$ cat config.mk
export PLATFORM = sky130hd
export DESIGN_NAME = uart_tx_ctrl
export DESIGN_NICKNAME = d
export VERILOG_FILES = /design/src/rtl/uart_tx_ctrl_pkg.sv /design/src/rtl/uart_tx_ctrl_baud_tick_gen.sv /design/src/rtl/uart_tx_ctrl.sv
export SDC_FILE = /design/constraint.sdc
export NUM_CORES = 1
export LEC_CHECK = 0
export BUFFER_PORTS_ARGS = -buffer_cell sky130_fd_sc_hd__buf_2
export CAP_MARGIN = 25
export CORE_UTILIZATION = 56
export DETAILED_ROUTE_END_ITERATION = 16
export PLACE_DENSITY = 0.87
export SLEW_MARGIN = 40
export SYNTH_ARGS = -nofsm -noshare
export SYNTH_HDL_FRONTEND = slang
export SYNTH_SLANG_ARGS = --single-unit
$ cat constraint.sdc
create_clock -name clk -period 2.6 [get_ports clk]
set_clock_uncertainty 0.1 [all_clocks]
set_input_delay 0 -clock clk [delete_from_list [all_inputs] [get_ports clk]]
set_output_delay 0 -clock clk [all_outputs]
set_load 0.01 [all_outputs]
$ cat src/rtl/uart_tx_ctrl_pkg.sv
// rtl/uart_tx_ctrl_pkg.sv - shared UART frame constants and FSM state encoding
package uart_tx_ctrl_pkg;

  // Data bits per frame; also used by the receive side.
  localparam int DATA_BITS = 8;
  localparam int IDX_W     = $clog2(DATA_BITS);

  typedef enum logic [2:0] {
    ST_IDLE   = 3'd0,
    ST_START  = 3'd1,
    ST_DATA   = 3'd2,
    ST_PARITY = 3'd3,
    ST_STOP   = 3'd4
  } uart_state_e;

endpackage

$ cat src/rtl/uart_tx_ctrl_baud_tick_gen.sv
// rtl/uart_tx_ctrl_baud_tick_gen.sv - bit-period counter with sync clear and terminal tick
module baud_tick_gen #(
  parameter int CLKS_PER_BIT = 10
) (
  input  logic clk,
  input  logic rst,
  input  logic clear,
  input  logic enable,
  output logic tick
);

  localparam int CNT_W = $clog2(CLKS_PER_BIT);
  localparam logic [CNT_W-1:0] TERM = CNT_W'(CLKS_PER_BIT - 1);

  logic [CNT_W-1:0] cnt_q, cnt_d;

  assign tick = enable && (cnt_q == TERM);

  // Next count: clear wins, otherwise count while enabled and wrap on the tick.
  always_comb begin
    cnt_d = cnt_q;
    if (clear) begin
      cnt_d = '0;
    end else if (enable) begin
      cnt_d = tick ? '0 : cnt_q + 1'b1;
    end
  end

  // Counter register.
  always_ff @(posedge clk or negedge rst) begin
    if (!rst) cnt_q <= '0;
    else      cnt_q <= cnt_d;
  end

endmodule

$ cat src/rtl/uart_tx_ctrl.sv
// rtl/uart_tx_ctrl.sv - UART transmit frame sequencer (start, data, parity, stop)
module uart_tx_ctrl
  import uart_tx_ctrl_pkg::*;
#(
  parameter int CLKS_PER_BIT = 10,
  parameter int PARITY_EN    = 0,
  parameter int PARITY_ODD   = 0,
  parameter int STOP_BITS    = 1
) (
  input  logic       clk,
  input  logic       rst,
  input  logic [7:0] tx_data,
  input  logic       tx_valid,
  output logic       tx_ready,
  output logic       tx,
  output logic       busy,
  output logic       done
);

  uart_state_e          state_q, state_d;
  logic [DATA_BITS-1:0] shift_q, shift_d;
  logic [IDX_W-1:0]     idx_q, idx_d;
  logic                 parity_q, parity_d;
  logic                 tx_q, tx_d;
  logic                 done_q, done_d;
  logic                 accept;
  logic                 tick;

  assign tx_ready = (state_q == ST_IDLE);
  assign busy     = (state_q != ST_IDLE);
  assign accept   = tx_valid && tx_ready;
  assign tx       = tx_q;
  assign done     = done_q;

  // The divider restarts on accept so the start bit gets a full period.
  baud_tick_gen #(.CLKS_PER_BIT(CLKS_PER_BIT)) u_baud (
    .clk    (clk),
    .rst    (rst),
    .clear  (accept),
    .enable (busy),
    .tick   (tick)
  );

  // Frame sequencing; the line value is derived from the next state so tx is registered.
  always_comb begin
    state_d  = state_q;
    shift_d  = shift_q;
    idx_d    = idx_q;
    parity_d = parity_q;
    done_d   = 1'b0;
    case (state_q)
      ST_IDLE: begin
        if (accept) begin
          shift_d  = tx_data;
          parity_d = (PARITY_ODD != 0) ? ~^tx_data : ^tx_data;
          idx_d    = '0;
          state_d  = ST_START;
        end
      end
      ST_START: begin
        if (tick) begin
          idx_d   = '0;
          state_d = ST_DATA;
        end
      end
      ST_DATA: begin
        if (tick) begin
          shift_d = shift_q >> 1;
          if (idx_q == IDX_W'(DATA_BITS - 1)) begin
            idx_d   = '0;
            state_d = (PARITY_EN != 0) ? ST_PARITY : ST_STOP;
          end else begin
            idx_d = idx_q + 1'b1;
          end
        end
      end
      ST_PARITY: begin
        if (tick) begin
          idx_d   = '0;
          state_d = ST_STOP;
        end
      end
      ST_STOP: begin
        if (tick) begin
          if (idx_q == IDX_W'(STOP_BITS - 1)) begin
            idx_d   = '0;
            done_d  = 1'b1;
            state_d = ST_IDLE;
          end else begin
            idx_d = idx_q + 1'b1;
          end
        end
      end
      default: state_d = ST_IDLE;
    endcase

    case (state_d)
      ST_START:  tx_d = 1'b0;
      ST_DATA:   tx_d = shift_d[0];
      ST_PARITY: tx_d = parity_d;
      default:   tx_d = 1'b1;
    endcase
  end

  // State and datapath registers; reset forces the line idle immediately.
  always_ff @(posedge clk or negedge rst) begin
    if (!rst) begin
      state_q  <= ST_IDLE;
      shift_q  <= '0;
      idx_q    <= '0;
      parity_q <= 1'b0;
      tx_q     <= 1'b1;
      done_q   <= 1'b0;
    end else begin
      state_q  <= state_d;
      shift_q  <= shift_d;
      idx_q    <= idx_d;
      parity_q <= parity_d;
      tx_q     <= tx_d;
      done_q   <= done_d;
    end
  end

endmodule

==> results of run 1 <==
-- power breakdown --
| group | total (mW) | switching [mW] | internal (mW) |
|---|---|---|---|
| logic | 0.319 | 0.160 | 0.159 |
| clock network | 0.155 | 0.0979 | 0.0575 |
| registers | 0.496 | 0.0843 | 0.411 |
-- Yosys cell counts (all sizes together), types with 2 or more instances --
cell type / n
or3: 2
inv: 4
nor3: 3
a22oi: 6
ha: 5
a21oi: 4
xnor2: 8
buf: 5
nand3b: 3
dfrtp: 20
nor2: 6
nor3b: 2
nor2b: 2
o21ai: 10
nand2: 22
nand2b: 2
-- worst min-delay path by stage --
| stage | from | endpoint |
|---|---|---|
| 2_1_floorplan | rst | done |
| 3_3_place_gp | rst | done |
| 3_5_place_dp | rst | done |
| 4_1_cts | rst | idx_q[1] |
| 5_1_grt | rst | idx_q[1] |
| 6_report | rst | idx_q[1] |
-- metal layers --
| metal | routed length [um] | vias up | part of all wire (%) |
|---|---|---|---|
| met5 | 0 | - | 0 |
| met4 | 27 | 0 | 1.1 |
| met3 | 153 | 4 | 6.1 |
| met2 | 1260 | 35 | 50 |
| met1 | 1080 | 454 | 43 |
| li1 | - | 474 | - |
-- sequential cells by signal (all words and copies together) (netlist names) --
name / cells
idx_q: 3
tx: 1
u_baud.cnt_q: 4
state_q: 3
shift_q: 8
parity_q: 1
done: 1
-- final cells by class --
class,instances,area (sq um),area share [%]
Sequential cell,21,527,37.2
Inverter,4,15.0,1.06
Clock buffer,3,22.5,1.59
Tap cell,27,33.8,2.39
Timing Repair Buffer,26,188,13.3
Multi-Input combinational cell,91,624,44.1
Clock inverter,1,5.00,0.354
-- repair_timing --
| action | CTS | global route |
|---|---|---|
| endpoints found under the hold margin | 33 | 0 |
| resized for setup | 0 | 0 |
| hold buffers | 11 | 0 |
-- cells by family after synthesis --
| family | Yosys count | share of synthesized area, % |
|---|---|---|
| flops | 21 | 43.8 |
| mux | 3 | 3.95 |
| simple gates | 49 | 22.5 |
| xor+xnor | 9 | 6.55 |
| compound gates | 25 | 13.7 |
| buf+inv | 9 | 4.37 |
| fa+ha+maj | 5 | 5.20 |
-- critical path, delay by kind of cell (launching register included) --
family / cells / cell delay (ps)
AOI/OAI and AO/OA: 1 / 140
adders and majority gates: 1 / 220
buffers and inverters: 2 / 670
DFF: 1 / 420
and+or+nand+nor: 2 / 730
-- stage by stage --
stage          util (%)  power, mW  hold WS, ps  area, sq um
3_5_place_dp       64.5      0.804         -131         1280
3_3_place_gp       64.5      0.777         -134         1280
4_1_cts            71.4      0.974         56.8         1420
5_1_grt            71.4       1.04         97.4         1420
2_1_floorplan         -      0.717         -396         1200
6_report           71.4      0.970         60.8         1420
==> metrics.txt, run 1 <==
Final WS setup=209 ps; clk slew on worst S/H paths=120 ps; Post-CTS Setup Inserts=0; post-synthesis cell type count=40; # fillers=135; number of synthesized flops with an enable pin=0; asr flop ratio synth=100%; share of layout cells above drive strength 1=20.5%; met3 usage=8.18%; CTS tree=yes; initial antenna violation count=0; largest net degree at the start of global routing=22; clock buffer depth=2; Post-Route WL=2520 um; final cell count without fillers=173; detailed placement HPWL=1700 um; met2 Usage GRT=41.1%; Setup-failing EPs final=0; CP Launch Type=flip-flop; syn_nets=137; normalized max-slew margin=63.1%; final-report max-slew violation count=0; CP endpoint=shift_q[7]; cell taking the most area after synthesis=dfrtp_1; # H-tree levels=1; CP startpoint=u_baud.cnt_q[1]; I/O Buffers=14; VDD IR max=503 uV; Mapped Area=0.00120 sq mm; worst reg-to-reg setup slack=210 ps; Die H=48.4 um; worst hold path class=input port to asynchronous set/reset pin; syn_area_per_cell=9.95 sq um; Yosys reg bits=21; Setup CP Type=flip-flop to flip-flop; gpl congestion=0.862; FMAX=418 MHz; Layout Nets=163; DR WL/cell=14.6 um; Max-Cap Viols=0; cells along the critical path=inv_1, ha_1, nand3b_2, nor3_2, o21ai_1, dlygate4sd3_1; Yosys warnings=0; Total Neg Setup Slack=0 ps; worst slack at placement=647 ps; largest cells by area after synthesis=dfrtp_1 42%, nand2_1 6.9%, xnor2_1 5.8%; Hold Vio Cnt, Final=0; ANT nets after route=0; Critical Path Fanout Max=9; Placed Cells=158; status=complete, no violations; vias per cell=5.59; met1 usage=29.5%; vias=967; Cell Pwr Density=686 mW/mm^2; Main synth FF type=dfrtp_1; FF-to-FF path depth=6; Residual DRC=0; num rows=16; min Tclk post-route=2390 ps; Crit-path slowest cell=dlygate4sd3_1; Area Overhead vs Synth=17.6%; vias in the first global route=916; clock root buffer=clkbuf_4; first-pass GRT wire length=4250 um; gr usage total=24.2%; die area=0.00234 sq mm; Core Area=0.00198 sq mm; Critical R2R Capture=shift_q[7]; Cells after Synth=121; CP max stage delay=580 ps; CTS buffer count=3; top cell type's share of synthesized area=41.6%; CP Data Arrival Time=2500 ps; DRT iter0 DRCs=34; proportion of synthesized chip area in sequential cells=43.8%; CP Data Required Time=2700 ps; Final Cycle Share=91.9%; gr busiest metal=met2; commonest non-fill, non-tap cell in the layout=nand2_1; Chip Width=48.4 um; commonest non-fill, non-tap cells in the layout=22 x nand2_1, 20 x dfrtp_1, 14 x buf_2; num ports=15; ant diodes=0; Clock Sink Count=21; worst slew pin tran=551 ps; static leakage=0.652 nW; clock latency on the worst-skew pair=310 ps; r2r startpoint=u_baud.cnt_q[1]; Starting Density=60.7%; RSZ-0062 raised after global routing=no; Worst Setup End Kind=flip-flop; Detailed Routing Iterations Pass 1=4; grt ovf=0
No activity file was read; power rests on OpenSTA's default activity.
==> inputs of run 2 (changes only) <==
--- a/config.mk
+++ b/config.mk
@@ -7,10 +7,12 @@
 export LEC_CHECK = 0
 export BUFFER_PORTS_ARGS = -buffer_cell sky130_fd_sc_hd__buf_2
 export CAP_MARGIN = 25
+export CORE_ASPECT_RATIO = 1.25
 export CORE_UTILIZATION = 56
 export DETAILED_ROUTE_END_ITERATION = 16
-export PLACE_DENSITY = 0.87
+export PLACE_DENSITY = 0.73
 export SLEW_MARGIN = 40
 export SYNTH_ARGS = -nofsm -noshare
 export SYNTH_HDL_FRONTEND = slang
+export SYNTH_HIERARCHICAL = 1
 export SYNTH_SLANG_ARGS = --single-unit
==> metrics.txt, run 2 <==
detailed placement HPWL=1660 um (was 1700 um); number of synthesized flops with an enable pin=0 (unchanged); Total Neg Setup Slack=0 ps (unchanged); vias=968 (was 967); asr flop ratio synth=100% (unchanged); post-synthesis cell type count=38 (was 40); vias per cell=5.87 (was 5.59); Die H=53.4 um (was 48.4 um); num rows=18 (was 16); CP Launch Type=flip-flop (unchanged); Largest register FFs=8 (unchanged); Setup CP Type=flip-flop to flip-flop (unchanged); first-pass GRT wire length=3830 um (was 4250 um); worst slew pin tran=451 ps (was 551 ps); clk slew on worst S/H paths=110 ps (was 120 ps); syn_area_per_cell=10.0 sq um (was 9.95 sq um); minimum hold slack=62.2 ps (was 60.8 ps); initial antenna violation count=0 (unchanged); normalized max-slew margin=69.9% (was 63.1%); Chip Width=43.1 um (was 48.4 um); Cells after Synth=118 (was 121); Area Overhead vs Synth=18.6% (was 17.6%); Mapped Area=0.00118 sq mm (was 0.00120 sq mm); die area=0.00230 sq mm (was 0.00234 sq mm); Largest regs=shift_q (8), u_baud/cnt_q (4) (was shift_q (8), u_baud.cnt_q (4)); Layout Nets=162 (was 163); top cell type's share of synthesized area=42.3% (was 41.6%); Starting Density=59.7% (was 60.7%); static leakage=0.680 nW (was 0.652 nW); Final Cycle Share=90.0% (was 91.9%); Worst path top cell family by delay=simple AND/OR/NAND/NOR gates (unchanged); min Tclk post-route=2340 ps (was 2390 ps); DR WL/cell=13.7 um (was 14.6 um); Multi-input gate area=572 sq um (was 624 sq um); largest net degree at the start of global routing=22 (unchanged); WP depth=8 (was 6); r2r startpoint=u_baud/cnt_q[1] (was u_baud.cnt_q[1]); Max-Cap Viols=0 (unchanged); grt ovf=0 (unchanged); Crit-path slowest cell=or3_1 (was dlygate4sd3_1); worst hold path class=input port to asynchronous set/reset pin (unchanged); ant diodes=0 (unchanged); gpl congestion=0.747 (was 0.862); most frequent cells after synthesis=20 x dfrtp_1, 13 x inv_1, 9 x a21oi_1 (was 22 x nand2_1, 20 x dfrtp_1, 8 x xnor2_1); proportion of synthesized chip area in sequential cells=44.5% (was 43.8%); # fillers=147 (was 135); Yosys reg bits=21 (unchanged); cells along the critical path=inv_1, ha_1, nand3b_1, nor2_1, mux2i_1, or3_1, a221o_1, o32a_1 (was inv_1, ha_1, nand3b_2, nor3_2, o21ai_1, dlygate4sd3_1); clock buffer depth=2 (unchanged); clock root buffer=clkbuf_4 (unchanged); vias in the first global route=949 (was 916); Cell Pwr Density=915 mW/mm^2 (was 686 mW/mm^2); FMAX=427 MHz (was 418 MHz); largest cells by area after synthesis=dfrtp_1 42%, ha_1 5.3%, xnor2_1 5.2% (was dfrtp_1 42%, nand2_1 6.9%, xnor2_1 5.8%); Main synth FF type=dfrtp_1 (unchanged); num ports=15 (unchanged); Post-CTS Setup Inserts=0 (unchanged); CP Data Required Time=2740 ps (was 2700 ps); status=complete, no violations (unchanged); Yosys warnings=6 (was 0); Clock Sink Count=21 (unchanged); CP max stage delay=440 ps (was 580 ps); CTS buffer count=3 (unchanged); worst reg-to-reg setup slack=260 ps (was 210 ps); CP Buf/Inv Count=1 (was 2); Worst Setup End Kind=flip-flop (unchanged); gr usage total=22.3% (was 24.2%); ANT nets after route=0 (unchanged); most frequent cell after synthesis=dfrtp_1 (was nand2_1); Core Area=0.00198 sq mm (unchanged); commonest non-fill, non-tap cells in the layout=20 x dfrtp_1, 14 x buf_2, 13 x inv_1 (was 22 x nand2_1, 20 x dfrtp_1, 14 x buf_2); syn_nets=134 (was 137); FF-to-FF path depth=8 (was 6); VDD IR max=616 uV (was 503 uV); commonest non-fill, non-tap cell in the layout=dfrtp_1 (was nand2_1); area occupied by registers=527 sq um (unchanged); Setup-failing EPs final=0 (unchanged); Critical R2R Capture=tx (was shift_q[7]); clock latency on the worst-skew pair=300 ps (was 310 ps); final-report max-slew violation count=0 (unchanged); # H-tree levels=1 (unchanged); I/O Buffers=14 (unchanged); number of gates resized after CTS=0 (unchanged); CTS tree=yes (unchanged); RSZ-0062 raised after global routing=no (unchanged); cell taking the most area after synthesis=dfrtp_1 (unchanged); Detailed Routing Iterations Pass 1=4 (unchanged); DRT iter0 DRCs=35 (was 34); CP endpoint=tx (was shift_q[7]); Critical Path Fanout Max=8 (was 9); Top reg by flops=shift_q (unchanged); Residual DRC=0 (unchanged); Post-Route WL=2270 um (was 2520 um); CP Data Arrival Time=2480 ps (was 2500 ps); share of layout cells above drive strength 1=19.3% (was 20.5%); CP startpoint=u_baud/cnt_q[1] (was u_baud.cnt_q[1]); Hold Vio Cnt, Final=0 (unchanged); hold buffer count at CTS=9 (was 11)
-- run 2: cell types whose count changed after synthesis, sizes merged, moves of 2 or more --
| cell | delta |
|---|---|
| clkbuf | +2 |
| o22ai | +2 |
| or2b | +2 |
| inv | +9 |
| mux2i | +2 |
| nand2 | -15 |
| nor3 | -3 |
| a222oi | +6 |
| a22oi | -6 |
| o21ai | -4 |
| a21oi | +6 |
-- run 2: worst min-delay path by stage --
stage | slack, ps | from | to | depth (start not counted)
after floorplan | -400 | rst | done | 0
after global placement | -130 | rst | done | 1
after detailed placement | -130 | rst | done | 1
after CTS | 80 | rst | done | 2
after global routing | 100 | rst | done | 2
final | 60 | rst | done | 2
-- run 2: power breakdown --
group	switching, mW	internal (mW)	leakage (nW)	total, mW
Sequential	0.0908	0.461	0.264	0.552
Clock	0.0941	0.0599	0.0150	0.154
Combinational	0.292	0.286	0.401	0.579
-- run 2: cells by family (layout without fill, tap and decap cells) --
group           after synthesis  after routing  share of synthesized area [%]
xor+xnor                      8              8                           5.92
mux                           3              3                           2.54
flops                        21             21                           44.5
buf+inv                      19             46                           7.19
simple gates                 31             31                           16.1
fa+ha+maj                     5              5                           5.29
compound gates               31             31                           18.5
-- run 2: per-layer routing --
layer / GRT usage (%) / part of all wire [%]
met1: 25.2 / 43
met2: 41.3 / 52
met3: 3.07 / 3.3
met4: 9.60 / 1.6
met5: 0 / 0
-- run 2: layout make-up --
cell class	instances	share of cell area, %
Multi-Input combinational cell	78	40.7
Sequential cell	21	37.5
Timing Repair Buffer	29	14.6
Inverter	13	3.48
Clock buffer	4	1.87
Tap cell	20	1.78
-- run 2: worst reg2reg max path, stage by stage (launching register included) --
cell and delay, ps:
dfrtp_1 430, inv_1 70, ha_1 180, nand3b_1 140, nor2_1 150, mux2i_1 80, or3_1 440, a221o_1 350
o32a_1 330
-- run 2: per-stage QoR --
step           power (mW)  instances  util [%]  worst slack (ps)  instance area, sq um
2_1_floorplan       0.969        118         -               268                  1180
3_3_place_gp         1.09        152      65.0               329                  1290
3_5_place_dp         1.13        152      65.0               291                  1290
4_1_cts              1.29        165      70.8               274                  1400
5_1_grt              1.39        165      70.8               115                  1400
6_report             1.28        165      70.8               260                  1400
==> inputs of run 3 (changes only) <==
--- a/config.mk
+++ b/config.mk
@@ -8,9 +8,9 @@
 export BUFFER_PORTS_ARGS = -buffer_cell sky130_fd_sc_hd__buf_2
 export CAP_MARGIN = 25
 export CORE_ASPECT_RATIO = 1.25
-export CORE_UTILIZATION = 56
+export CORE_UTILIZATION = 55
 export DETAILED_ROUTE_END_ITERATION = 16
-export PLACE_DENSITY = 0.73
+export PLACE_DENSITY = 0.72
 export SLEW_MARGIN = 40
 export SYNTH_ARGS = -nofsm -noshare
 export SYNTH_HDL_FRONTEND = slang
==> metrics.txt, run 3 (synthesis results as in run 2) <==
Die H=53.9 um (was 53.4 um); clock group share of total power=11.6% (was 12.0%); vias in the first global route=882 (was 949); Clock Sink Count=21 (unchanged); RSZ-0062 raised after global routing=no (unchanged); Critical Path Fanout Max=9 (was 8); CP Buf/Inv Count=2 (was 1); Total Neg Setup Slack=0 ps (unchanged); status=finished, violations left (was complete, no violations); switching share of total power=36.8% (was 37.2%); commonest non-fill, non-tap cells in the layout=20 x dfrtp_1, 14 x buf_2, 13 x inv_1 (unchanged); Logic pwr share=45.1% (about the same); clock buffer depth=2 (unchanged); Final Cycle Share=90.2% (was 90.0%); static leakage=0.680 nW (unchanged); Psw=0.468 mW (was 0.477 mW); sequential share of power=43.3% (was 42.9%); Cell Pwr Density=907 mW/mm^2 (was 915 mW/mm^2); DR WL/cell=14.1 um (was 13.7 um); violated checks=design-rule violations; ANT nets after route=0 (unchanged); worst slew pin tran=461 ps (was 451 ps); Setup-failing EPs final=0 (unchanged); gpl congestion=0.784 (was 0.747); num rows=18 (unchanged); Top reg by flops=shift_q (unchanged); # H-tree levels=1 (unchanged); die area=0.00234 sq mm (was 0.00230 sq mm); # fillers=166 (was 147); CP Data Required Time=2720 ps (was 2740 ps); r2r startpoint=state_q[0] (was u_baud/cnt_q[1]); I/O Buffers=14 (unchanged); Residual DRC=3 (was 0); Util after Layout=70.0% (was 70.8%); worst hold path class=input port to asynchronous set/reset pin (unchanged); CTS buffer count=3 (unchanged); final-report max-slew violation count=0 (unchanged); Hold Vio Cnt, Final=0 (unchanged); CP Data Arrival Time=2460 ps (was 2480 ps); Setup CP Type=flip-flop to flip-flop (unchanged); Worst path top cell family by delay=simple AND/OR/NAND/NOR gates (unchanged); Crit-path slowest cell=or3_1 (unchanged); clock root buffer=clkbuf_4 (unchanged); Area Overhead vs Synth=18.6% (unchanged); grt ovf=0 (unchanged); normalized max-slew margin=69.2% (was 69.9%); Chip Width=43.5 um (was 43.1 um); detailed placement HPWL=1570 um (was 1660 um); CTS tree=yes (unchanged); CP Launch Type=flip-flop (unchanged); commonest non-fill, non-tap cell in the layout=dfrtp_1 (unchanged); Largest regs=shift_q (8), u_baud/cnt_q (4) (unchanged); Post-CTS Setup Inserts=0 (unchanged); VDD IR max=538 uV (was 616 uV); vias per cell=5.64 (was 5.87); Detailed Routing Iterations Pass 1=10 (was 4); num ports=15 (unchanged); Pint=0.806 mW (was 0.807 mW); vias=930 (was 968); Post-Route WL=2330 um (was 2270 um); FMAX=426 MHz (was 427 MHz); DRT iter0 DRCs=45 (was 35); CP max stage delay=400 ps (was 440 ps); first-pass GRT wire length=3750 um (was 3830 um); share of layout cells above drive strength 1=19.3% (unchanged); min Tclk post-route=2350 ps (was 2340 ps); Worst Setup End Kind=flip-flop (unchanged); Layout Nets=162 (unchanged); Max-Cap Viols=0 (unchanged); CP startpoint=state_q[0] (was u_baud/cnt_q[1]); ant diodes=0 (unchanged); gr usage total=21.7% (was 22.3%); Largest register FFs=8 (unchanged); clock latency on the worst-skew pair=290 ps (was 300 ps); cells along the critical path=or3_1, inv_1, nor2_1, buf_4, and4bb_2, and2_1, a221o_1, o32a_1 (was inv_1, ha_1, nand3b_1, nor2_1, mux2i_1, or3_1, a221o_1, o32a_1); largest net degree at the start of global routing=22 (unchanged); clk slew on worst S/H paths=110 ps (about the same); Starting Density=59.1% (was 59.7%); Core Area=0.00200 sq mm (was 0.00198 sq mm); initial antenna violation count=0 (unchanged)
[run 3: cell counts in the layout (fill, tap and decap cells not counted)]
No cell type changed its count.
[run 3: stage by stage]
step | total power [mW] | cell area, sq um | hold slack (ps) | setup WS (ps) | cells
after floorplan | 0.969 | 1180 | -396 | 268 | 118
after global placement | 1.09 | 1290 | -126 | 327 | 152
after detailed placement | 1.12 | 1290 | -115 | 259 | 152
after CTS | 1.28 | 1400 | 98.7 | 247 | 165
after global routing | 1.38 | 1400 | 122 | 131 | 165
final | 1.27 | 1400 | 80.7 | 255 | 165
[run 3: worst reg2reg max path: cells and delay by family (launching register included)]
kind	cells	cell delay (ps)
AOI/OAI and AO/OA	2	610
buffers and inverters	2	270
DFF	1	390
and+or+nand+nor	4	910
[run 3: final timing paths]
kind / to / slack, ps / cells past startpoint
min reg2reg: shift_q[4] / 410 / 2
min in group clk: u_baud/cnt_q[2] / 170 / 3
max: tx / 250 / 8
min: state_q[2] / 80 / 2
max reg2reg: tx / 250 / 8
max in group asynchronous: tx / 1970 / 2
[run 3: power groups by stage]
stage / clock, mW / combinational (mW) / sequential [mW]
floorplan: 0 / 0.433 / 0.535
global placement: 0 / 0.547 / 0.547
detailed placement: 0 / 0.562 / 0.558
CTS: 0.153 / 0.574 / 0.552
global route: 0.166 / 0.644 / 0.570
finish: 0.147 / 0.574 / 0.552
[run 3: repair_timing]
action | in CTS | in global routing
resized for setup | 0 | 0
hold endpoints to repair | 29 | 0
hold buffers | 9 | 0
[run 3: layer usage]
layer / wire, um / track usage (%) / up-vias
met5: 0 / 0 / -
met2: 1220 / 41.9 / 18
li1: - / - / 473
met1: 1020 / 25.7 / 435
met4: 34 / 5.21 / 0
met3: 49 / 2.35 / 4
[run 3: area by class of cell]
class / instances / area [sq um] / share of cell area [%]
Timing Repair Buffer: 29 / 205 / 14.6
Tap cell: 20 / 25.0 / 1.78
Multi-Input combinational cell: 78 / 572 / 40.7
Inverter: 13 / 48.8 / 3.48
Clock buffer: 4 / 26.3 / 1.87
Sequential cell: 21 / 527 / 37.5
